`config.mk`:
```
export PLATFORM = sky130hd
export DESIGN_NAME = fp_result_composer_flat
export DESIGN_NICKNAME = d
export VERILOG_FILES = /design/src/rtl/fp_pkg.sv /design/src/rtl/fp_result_composer_if.sv /design/src/rtl/fp_pipe_stage.sv /design/src/rtl/fp_result_composer.sv /design/src/flat_wrapper.sv
export SDC_FILE = /design/constraint.sdc
export NUM_CORES = 1
export LEC_CHECK = 0
export ABC_AREA = 0
export BUFFER_PORTS_ARGS = -buffer_cell sky130_fd_sc_hd__buf_2
export CAP_MARGIN = 10
export CORE_UTILIZATION = 25
export DETAILED_ROUTE_END_ITERATION = 12
export SETUP_SLACK_MARGIN = 0.05
export SYNTH_ARGS = -nofsm -noshare
export SYNTH_HDL_FRONTEND = slang
export SYNTH_SLANG_ARGS = --single-unit
```
`constraint.sdc`:
```
create_clock -name clk -period 2.2 [get_ports clk]
set_input_delay 0.11 -clock clk [delete_from_list [all_inputs] [get_ports clk]]
set_output_delay 0.11 -clock clk [all_outputs]
set_load 0.02 [all_outputs]
```
`src/rtl/fp_pkg.sv`:
```
// Shared definitions for the FP result composer: default widths, status/flag
// bit positions, the path selector enum and canonical special-value encodings.
package fp_pkg;

    localparam bit IS_DOUBLE = 1'b0;
    localparam int EXP_W     = IS_DOUBLE ? 11 : 8;
    localparam int MANT_W    = IS_DOUBLE ? 52 : 23;

    localparam int STAT_W       = 4;
    localparam int STAT_NAN     = 3;
    localparam int STAT_INF     = 2;
    localparam int STAT_ZERO    = 1;
    localparam int STAT_INVALID = 0;

    localparam int FLAG_W      = 3;
    localparam int FLG_INVALID = 2;
    localparam int FLG_OVF     = 1;
    localparam int FLG_UNF     = 0;

    typedef enum logic [2:0] {
        PATH_NORM = 3'd0,
        PATH_NAN  = 3'd1,
        PATH_INF  = 3'd2,
        PATH_ZERO = 3'd3,
        PATH_OVF  = 3'd4,
        PATH_UNF  = 3'd5
    } path_e;

    // Returned 64 bits wide so one function serves every format; callers truncate.
    function automatic logic [63:0] qnan_word(input int ew, input int mw);
        logic [63:0] w;
        w = ((64'd1 << ew) - 64'd1) << mw;
        w = w | (64'd1 << (mw - 1));
        return w;
    endfunction

    function automatic logic [63:0] inf_word(input logic sign, input int ew, input int mw);
        logic [63:0] w;
        w = ((64'd1 << ew) - 64'd1) << mw;
        w = w | (64'(sign) << (ew + mw));
        return w;
    endfunction

endpackage

```
`src/rtl/fp_result_composer_if.sv`:
```
// Bus bundle for fp_result_composer: input beat, output result and sticky flags.
// master = producer/consumer side, slave = composer side.
interface fp_result_composer_if
    import fp_pkg::*;
#(
    parameter int EXP_WIDTH  = EXP_W,
    parameter int MANT_WIDTH = MANT_W
);

    logic                            in_valid;
    logic                            in_ready;
    logic [STAT_W-1:0]               in_status;
    logic                            in_sign;
    logic [EXP_WIDTH+1:0]            in_exp;
    logic [MANT_WIDTH:0]             in_mant;
    logic                            out_valid;
    logic                            out_ready;
    logic [EXP_WIDTH+MANT_WIDTH:0]   out_result;
    logic [FLAG_W-1:0]               out_flags;
    logic [FLAG_W-1:0]               sticky_flags;
    logic                            flags_clear;

    modport master (
        output in_valid, in_status, in_sign, in_exp, in_mant, out_ready, flags_clear,
        input  in_ready, out_valid, out_result, out_flags, sticky_flags
    );

    modport slave (
        input  in_valid, in_status, in_sign, in_exp, in_mant, out_ready, flags_clear,
        output in_ready, out_valid, out_result, out_flags, sticky_flags
    );

endinterface

```
`src/rtl/fp_pipe_stage.sv`:
```
// Single-entry valid/ready register slice; loads when empty or when downstream accepts.
module fp_pipe_stage #(
    parameter int WIDTH = 8
) (
    input  logic             clk,
    input  logic             rst,
    input  logic             in_valid_i,
    output logic             in_ready_o,
    input  logic [WIDTH-1:0] in_data_i,
    output logic             out_valid_o,
    input  logic             out_ready_i,
    output logic [WIDTH-1:0] out_data_o
);

    logic             valid_q, valid_d;
    logic [WIDTH-1:0] data_q, data_d;
    logic             load;

    assign in_ready_o = !rst && (!valid_q || out_ready_i);
    assign load       = in_valid_i && in_ready_o;

    always_comb begin
        valid_d = valid_q;
        data_d  = data_q;
        if (load) begin
            valid_d = 1'b1;
            data_d  = in_data_i;
        end else if (out_ready_i) begin
            valid_d = 1'b0;
        end
    end

    always_ff @(posedge clk) begin
        if (rst) begin
            valid_q <= 1'b0;
            data_q  <= '0;
        end else begin
            valid_q <= valid_d;
            data_q  <= data_d;
        end
    end

    assign out_valid_o = valid_q;
    assign out_data_o  = data_q;

endmodule

```
`src/rtl/fp_result_composer.sv`:
```
// Composes the final IEEE-754 word from operation status and raw sign/exp/mant.
// Define FP_DENORM_OUT_EN to produce denormals instead of flushing underflow to zero.
module fp_result_composer
    import fp_pkg::*;
#(
    parameter int EXP_WIDTH  = EXP_W,
    parameter int MANT_WIDTH = MANT_W
) (
    input  logic                clk,
    input  logic                rst,
    fp_result_composer_if.slave bus
);

    localparam int RES_W = EXP_WIDTH + MANT_WIDTH + 1;
    localparam int PAY_W = RES_W + FLAG_W;
    localparam int XW    = EXP_WIDTH + 2;

    localparam logic [RES_W-1:0]     QNAN_C   = RES_W'(qnan_word(EXP_WIDTH, MANT_WIDTH));
    localparam logic [RES_W-1:0]     INF_C    = RES_W'(inf_word(1'b0, EXP_WIDTH, MANT_WIDTH));
    localparam logic [EXP_WIDTH-1:0] EXP_ONES = '1;
    localparam logic signed [XW-1:0] EXP_OVF  = $signed({2'b00, EXP_ONES});

    logic signed [XW-1:0]  exp_s;
    path_e                 path;
    logic [MANT_WIDTH-1:0] unf_mant;
    logic                  unf_flag;
    logic [RES_W-1:0]      s1_result;
    logic [FLAG_W-1:0]     s1_flags;
    logic [RES_W-1:0]      sign_bit;

    assign exp_s    = $signed(bus.in_exp);
    assign sign_bit = {bus.in_sign, {(RES_W-1){1'b0}}};

    always_comb begin
        path = PATH_NORM;
        if (bus.in_status[STAT_NAN]) begin
            path = PATH_NAN;
        end else if (bus.in_status[STAT_INF]) begin
            path = PATH_INF;
        end else if (bus.in_status[STAT_ZERO]) begin
            path = PATH_ZERO;
        end else if (exp_s >= EXP_OVF) begin
            path = PATH_OVF;
        end else if (exp_s[XW-1] || (exp_s == '0)) begin
            path = PATH_UNF;
        end
    end

`ifdef FP_DENORM_OUT_EN
    localparam int SH_W = $clog2(MANT_WIDTH + 2);
    localparam logic signed [XW-1:0] EXP_DMIN = XW'(1 - MANT_WIDTH);
    localparam logic signed [XW-1:0] EXP_ONE  = XW'(1);

    logic signed [XW-1:0] shamt_x;
    logic [SH_W-1:0]      shamt;
    logic [MANT_WIDTH:0]  den_shifted;
    logic [MANT_WIDTH:0]  den_lost_mask;
    logic                 unused_shift;

    // shamt is only meaningful inside the denormal window, where it is 1..MANT_WIDTH.
    always_comb begin
        shamt_x       = EXP_ONE - exp_s;
        shamt         = shamt_x[SH_W-1:0];
        den_shifted   = bus.in_mant >> shamt;
        den_lost_mask = ~({(MANT_WIDTH+1){1'b1}} << shamt);
        if (exp_s >= EXP_DMIN) begin
            unf_mant = den_shifted[MANT_WIDTH-1:0];
            unf_flag = (|(bus.in_mant & den_lost_mask)) || (unf_mant == '0);
        end else begin
            unf_mant = '0;
            unf_flag = 1'b1;
        end
    end

    assign unused_shift = ^{shamt_x[XW-1:SH_W], den_shifted[MANT_WIDTH]};
`else
    logic unused_hidden;

    assign unf_mant      = '0;
    assign unf_flag      = 1'b1;
    assign unused_hidden = bus.in_mant[MANT_WIDTH];
`endif

    always_comb begin
        s1_result = '0;
        s1_flags  = '0;
        unique case (path)
            PATH_NAN: begin
                s1_result             = QNAN_C;
                s1_flags[FLG_INVALID] = bus.in_status[STAT_INVALID];
            end
            PATH_INF:  s1_result = INF_C | sign_bit;
            PATH_ZERO: s1_result = sign_bit;
            PATH_OVF: begin
                s1_result         = INF_C | sign_bit;
                s1_flags[FLG_OVF] = 1'b1;
            end
            PATH_UNF: begin
                s1_result         = {bus.in_sign, {EXP_WIDTH{1'b0}}, unf_mant};
                s1_flags[FLG_UNF] = unf_flag;
            end
            default: s1_result = {bus.in_sign, bus.in_exp[EXP_WIDTH-1:0],
                                  bus.in_mant[MANT_WIDTH-1:0]};
        endcase
    end

    logic             s1_in_ready, s1_valid;
    logic             s2_in_ready, s2_valid;
    logic [PAY_W-1:0] s1_pay_d, s1_pay_q, s2_pay_q;

    assign s1_pay_d = {s1_flags, s1_result};

    fp_pipe_stage #(.WIDTH(PAY_W)) u_stage1 (
        .clk         (clk),
        .rst         (rst),
        .in_valid_i  (bus.in_valid),
        .in_ready_o  (s1_in_ready),
        .in_data_i   (s1_pay_d),
        .out_valid_o (s1_valid),
        .out_ready_i (s2_in_ready),
        .out_data_o  (s1_pay_q)
    );

    fp_pipe_stage #(.WIDTH(PAY_W)) u_stage2 (
        .clk         (clk),
        .rst         (rst),
        .in_valid_i  (s1_valid),
        .in_ready_o  (s2_in_ready),
        .in_data_i   (s1_pay_q),
        .out_valid_o (s2_valid),
        .out_ready_i (bus.out_ready),
        .out_data_o  (s2_pay_q)
    );

    assign bus.in_ready   = s1_in_ready;
    assign bus.out_valid  = s2_valid;
    assign bus.out_result = s2_pay_q[RES_W-1:0];
    assign bus.out_flags  = s2_pay_q[PAY_W-1:RES_W];

    // A clear coinciding with a handshake keeps only the flags of that beat.
    logic              out_fire;
    logic [FLAG_W-1:0] sticky_q, sticky_d;

    assign out_fire = s2_valid && bus.out_ready;

    for (genvar gi = 0; gi < FLAG_W; gi++) begin : g_sticky
        assign sticky_d[gi] = out_fire ? ((sticky_q[gi] && !bus.flags_clear) || bus.out_flags[gi])
                                       : (sticky_q[gi] && !bus.flags_clear);
    end

    always_ff @(posedge clk) begin
        if (rst) begin
            sticky_q <= '0;
        end else begin
            sticky_q <= sticky_d;
        end
    end

    assign bus.sticky_flags = sticky_q;

endmodule

```
`src/flat_wrapper.sv`:
```
// flat-port wrapper written by rule: the top's interface ports become plain ports
module fp_result_composer_flat import fp_pkg::*;
#(
    parameter int EXP_WIDTH  = EXP_W,
    parameter int MANT_WIDTH = MANT_W
)
  (clk, rst, bus_in_valid, bus_in_status, bus_in_sign, bus_in_exp, bus_in_mant, bus_out_ready, bus_flags_clear, bus_in_ready, bus_out_valid, bus_out_result, bus_out_flags, bus_sticky_flags);
  fp_result_composer_if #(.EXP_WIDTH(EXP_WIDTH), .MANT_WIDTH(MANT_WIDTH)) bus_i ();
  input  logic clk;
  input  logic rst;
  input wire logic [$bits(bus_i.in_valid)-1:0] bus_in_valid;
  input wire logic [$bits(bus_i.in_status)-1:0] bus_in_status;
  input wire logic [$bits(bus_i.in_sign)-1:0] bus_in_sign;
  input wire logic [$bits(bus_i.in_exp)-1:0] bus_in_exp;
  input wire logic [$bits(bus_i.in_mant)-1:0] bus_in_mant;
  input wire logic [$bits(bus_i.out_ready)-1:0] bus_out_ready;
  input wire logic [$bits(bus_i.flags_clear)-1:0] bus_flags_clear;
  output wire logic [$bits(bus_i.in_ready)-1:0] bus_in_ready;
  output wire logic [$bits(bus_i.out_valid)-1:0] bus_out_valid;
  output wire logic [$bits(bus_i.out_result)-1:0] bus_out_result;
  output wire logic [$bits(bus_i.out_flags)-1:0] bus_out_flags;
  output wire logic [$bits(bus_i.sticky_flags)-1:0] bus_sticky_flags;
  assign bus_i.in_valid = bus_in_valid;
  assign bus_i.in_status = bus_in_status;
  assign bus_i.in_sign = bus_in_sign;
  assign bus_i.in_exp = bus_in_exp;
  assign bus_i.in_mant = bus_in_mant;
  assign bus_i.out_ready = bus_out_ready;
  assign bus_i.flags_clear = bus_flags_clear;
  assign bus_in_ready = bus_i.in_ready;
  assign bus_out_valid = bus_i.out_valid;
  assign bus_out_result = bus_i.out_result;
  assign bus_out_flags = bus_i.out_flags;
  assign bus_sticky_flags = bus_i.sticky_flags;
  fp_result_composer #(.EXP_WIDTH(EXP_WIDTH), .MANT_WIDTH(MANT_WIDTH)) u_core (.clk(clk), .rst(rst), .bus(bus_i));
endmodule
```
# [After elaboration in Yosys (flattened, before gate mapping)]
# Index checks and enable logic that the tools add are counted.
[word_totals] reg_bits=75 latchBits=0 mem_bits_rw=0 mem_bits_ro=0 inputBits=44 output_inout_bits=40 word_cells=50 n_memories=0
[classes] addsub=0 mul=0 div_mod_pow=0 magnitude_cmp=1 eq_ne=5 shift=0 n_mux=16 bitwise=0 n_reduce_logical=23
[ops] operator="one-hot mux 32 bit (3 select lines)" n=1
[ops] operator="2-to-1 mux 3 bit" n=5
[ops] operator="greater-or-equal comparator 10 x 9 -> 1 bit, second input constant" n=1
[ops] operator="logical NOT 10 bit" n=1
[ops] operator="2-to-1 mux 1 bit" n=10
[ops] operator="logical AND 1 bit" n=8
[ops] operator="== test 3 x 2 -> 1 bit, second input constant" n=2
[ops] operator="== test 3 bit, second input constant" n=2
[ops] operator="logical OR 1 bit" n=6
[ops] operator="logical NOT 1 bit" n=4
[ops] operator="nonzero test 2 bit" n=2
[ops] operator="OR reduction 2 bit" n=2
[ops] operator="== test 3 x 1 -> 1 bit, second input constant" n=1

# [Longest topological paths before layout]
[depth] ltp_word=10 depth_mapped=5

# [By module]
# A second synthesis with hierarchy kept.
[hier_totals] hier_cells=378 area_unflattened_um2=3776.1
[by_module_without_submodules] module="fp_pipe_stage" n_inst=2 cells_per_inst=158 area_per_inst_um2=1659.1 seq_area_each_um2=720.7
[by_module_without_submodules] module="fp_result_composer" n_inst=1 cells_per_inst=62 area_per_inst_um2=457.9 seq_area_each_um2=60.1

# [Least setup slack after synthesis]
# OpenSTA, ideal clock, no wires.
[synth_timing] path_type="input -> register" from="input port bus_in_exp[3]" to="register u_core.u_stage1.data_q[0] (netlist: u_core.u_stage1.out_data_o[0])" arrival_time_ns=1.607 required_ns=2.083 setup_slack_ns=0.477 stages=5 cell_sequence="or4_4 o41ai_4 nor3_2 buf_6 a22o_1"
[synth_between] elab_chain_len=10
[synth_lines] element="start: declaration" line="flat_wrapper.sv:14" rtl="input wire logic [$bits(bus_i.in_exp)-1:0] bus_in_exp;"
[synth_lines] element="branches (longest 3 deep; another with greater-or-equal comparator 10 x 9 -> 1 bit)"
[synth_lines] element="2-to-1 mux 3 bit (*)" line="fp_result_composer.sv:42" rtl="end else if (exp_s >= EXP_OVF) begin"
[synth_lines] element="2-to-1 mux 3 bit (*)" line="fp_result_composer.sv:40" rtl="end else if (bus.in_status[STAT_ZERO]) begin"
[synth_lines] element="2-to-1 mux 3 bit (*)" line="fp_result_composer.sv:38" rtl="end else if (bus.in_status[STAT_INF]) begin"
[synth_lines] element="2-to-1 mux 3 bit (*)" line="fp_result_composer.sv:36" rtl="if (bus.in_status[STAT_NAN]) begin"
[synth_lines] element="== test 3 x 2 -> 1 bit / == test 3 bit (equally long branches)" line="fp_result_composer.sv:87" rtl="unique case (path)"
[synth_lines] element="OR reduction 2 bit (no source line)"
[synth_lines] element="one-hot mux 32 bit (3 select lines) (*)" line="fp_result_composer.sv:87"
[synth_lines] element="end signal: assignment" line="fp_pipe_stage.sv:39" rtl="data_q <= data_d;"
[synth_lines] element="end: declaration" line="fp_pipe_stage.sv:16" rtl="logic [WIDTH-1:0] data_q, data_d;"
# Every way passes the cells marked *.
# A chain may end at the register's enable or synchronous reset.

# [Final worst setup path]
[layout_timing] from="input port bus_in_exp[9]" to="register u_core.u_stage1.data_q[7] (netlist: u_core.u_stage1.out_data_o[7])"
# The elaborated chain is that of the path after synthesis.

==> impl_metrics.tcl <==
set metrics [dict create \
    outcome "finished clean" \
    synth_top_area_share_pct 54.7 \
    ys_types 27 \
    syn_area_mm2 0.00274 \
    hold_viol_final 0 \
    num_vias 2400 \
    cp.arrival_ps 2140 \
    cts_tree "done" \
    dp_hpwl_um 4240 \
    clk_pin_slew_ps 70 \
    grtUsageMet3_pct 4.19 \
    setup_viol 0 \
    nets 443 \
    dp.cells 500 \
    insertion_delay_ps 340 \
    fin_util_pct 35.8 \
    synth_edf_count 0 \
    top_usage_layer "met2" \
    grt_pass1_wl_um 11300 \
    wl_per_cell_um 12.9 \
    crit_chain "dlygate4sd3_1 -> buf_2 -> nor4_1 -> o41ai_4 -> nor3_2 -> buf_4 -> a22o_1" \
    cts_buffers 9 \
    portBuffers 82 \
    drc 0 \
    dp_worst_setup_slack_ps 353 \
    synth.most_common_cell "dfxtp_1" \
    period_share_pct 84.6 \
    synth-seq-cells 75 \
    hold_end "u_core.u_stage1.out_data_o[34]$_SDFFE_PP0P_" \
    syn_to_final_growth_pct 36.5 \
    grt-ovfl-total 0 \
    synth_ff_type "dfxtp_1" \
    gr-usage-met1_pct 16.3 \
    diodes 0 \
    multi_input_area_mm2 0.00117 \
    synthArstFlopShare_pct 0 \
    yosys.area.top_type "dfxtp_1" \
    min_period_ps 1860 \
    gr-usage-met2_pct 20.6 \
    final.setup.worst_slack_ps 339 \
    synth_fp_nets 337 \
    worstSetupPathType "in -> reg" \
    cp.required_ps 2480 \
    rsz0062_at_grt "false" \
    ctsResizeCount 0 \
    cp_slowest_cell "dlygate4sd3_1" \
    holdWs_ps 40.4 \
    first_pass_iters 4 \
    viasPerCell 4.45 \
    timing.fmax_ghz 0.537 \
    rows 37 \
    slew_viol_final 0 \
    grt_pass1_vias 2295 \
    layout.area.seq_mm2 0.00150 \
    reg2reg_setup_slack_ps 660 \
    coreArea_mm2 0.0105 \
    slew-limit-headroom_pct 66.1 \
    crit_start "bus_in_exp[9]" \
    r2r_start "u_core.u_stage2.out_valid_o$_SDFFE_PP0P_" \
    worstHoldPathCells 3 \
    total_power_mw 2.69 \
    vdd_ir_drop_max_uv 262 \
    clockRootBuffer "clkbuf_8" \
    min-delay-start "bus_in_status[3]" \
    startpoint_type "primary input" \
    gp_congestion 0.736 \
    drive_above_1_share_pct 26.6 \
    stdcell_area_mm2 0.00375 \
    initial_core_util_pct 26.2 \
    powerDensity_mw_per_mm2 718 \
    crit_fanout 22 \
    drv_cap 0 \
    grt_antenna_before_repair 0 \
    finalNonFillerCells 539 \
    synth_cells 293 \
    cpPeakStageDelay_ps 540 \
    r2r-end "u_core.u_stage1.out_data_o[33]$_SDFFE_PP0P_" \
    n_fill_cell 1128 \
    synth.top_cells.by_area "dfxtp_1, nand2b_1, a22o_1" \
    ant_nets 0 \
    drt_iter0_markers 83 \
    placed_area_mm2 0.00331 \
    cts_sinks 75 \
    cts_setup_buffers 0 \
    yosysWarnings 0 \
    cts_max_level 3 \
    end_kind "flip-flop" \
    ff2ff_path_depth 4 \
    syn_avg_cell_area_um2 9.36 \
    yosysSeqAreaShare_pct 54.7 \
    setup_tns_ps 0 \
    chipHeight_um 107 \
    dieWidth_um 107 \
    hp-class "in -> reg" \
    clk_path_buf_depth 2 \
    wl_um 6940 \
    power_leakage_nw 1.54 \
    ios 84 \
    synth_common_cells "dfxtp_1, nand2_1, nand2b_1, o21ai_0, a22o_1" \
    grt_max_degree 71 \
    skew_ps 11.1 \
    grt_util_all_layers_pct 12.9 \
    tightest_slew_ps 504 \
    dieArea_mm2 0.0114 \
]
-- flip-flops by register name (all words and copies together), names as in the netlist --
signal                       flops
u_core.u_stage2.out_data_o      35
u_core.u_stage1.out_valid_o      1
u_core.u_stage2.out_valid_o      1
u_core.u_stage1.out_data_o      35
u_core.bus.sticky_flags          3
-- cell type report --
type / count / area share, %
Clock buffer: 13 / 4.24
Clock inverter: 2 / 0.935
Inverter: 1 / 0.100
Multi-Input combinational cell: 200 / 31.2
Sequential cell: 75 / 40.1
Tap cell: 136 / 4.54
Timing Repair Buffer: 112 / 18.9
-- layout by cell type, fill, tap and decap left out, drive strengths merged --
cell	synthesis	layout
buf	2	88
dfxtp	75	75
nand2	47	47
nand2b	37	37
o21ai	37	37
dlygate4sd3	0	24
a22o	22	22
nor2	20	20
clkbuf	15	13
o211ai	8	8
nand3b	5	5
a32oi	3	3
nor2b	2	2
and2	2	2
nand4	2	2
nor4	2	2
nand3	2	2
or4	2	2
o41ai	2	2
nor3b	2	2
a2bb2oi	2	2
a21oi	1	1
or3	1	1
nor3	1	1
inv	1	1
clkinv	0	1
bufinv	0	1
-- timing repair --
item                                    in CTS  in global routing
hold buffers                                24                  0
endpoints found under the setup margin       0                  0
hold endpoints to repair                    24                  0
-- report_power, final --
group	internal, mW	switching, mW
Combinational	0.106	0.115
Clock	0.580	0.476
Sequential	1.39	0.0190
Total	2.08	0.611
-- metal layers --
metal	up-vias	routed length, um	part of all wire [%]
met4	0	75	1.1
li1	1220	-	-
met2	59	3140	45
met1	1115	3360	48
met5	-	0	0
met3	6	375	5.4
-- worst max-delay path, delay by kind of cell --
kind	cells	cell delay [ps]
buf+inv	3	1000
simple gates	2	660
compound gates	2	360
-- worst max-delay path by stage --
stage / endpoint / cells past startpoint
2_1_floorplan: u_core.u_stage1.out_data_o[0]$_SDFFE_PP0P_ / 5
3_3_place_gp: u_core.u_stage1.out_data_o[27]$_SDFFE_PP0P_ / 6
3_5_place_dp: u_core.u_stage1.out_data_o[29]$_SDFFE_PP0P_ / 6
4_1_cts: u_core.u_stage1.out_data_o[10]$_SDFFE_PP0P_ / 7
5_1_grt: u_core.u_stage1.out_data_o[15]$_SDFFE_PP0P_ / 7
6_report: u_core.u_stage1.out_data_o[7]$_SDFFE_PP0P_ / 7
-- kinds of logic after synthesis --
family                 share of synthesized area, %
AOI/OAI and AO/OA                              19.3
buffers and inverters                          3.01
DFF                                            54.7
and+or+nand+nor                                23.0
Power figures use the tool's default switching activity.
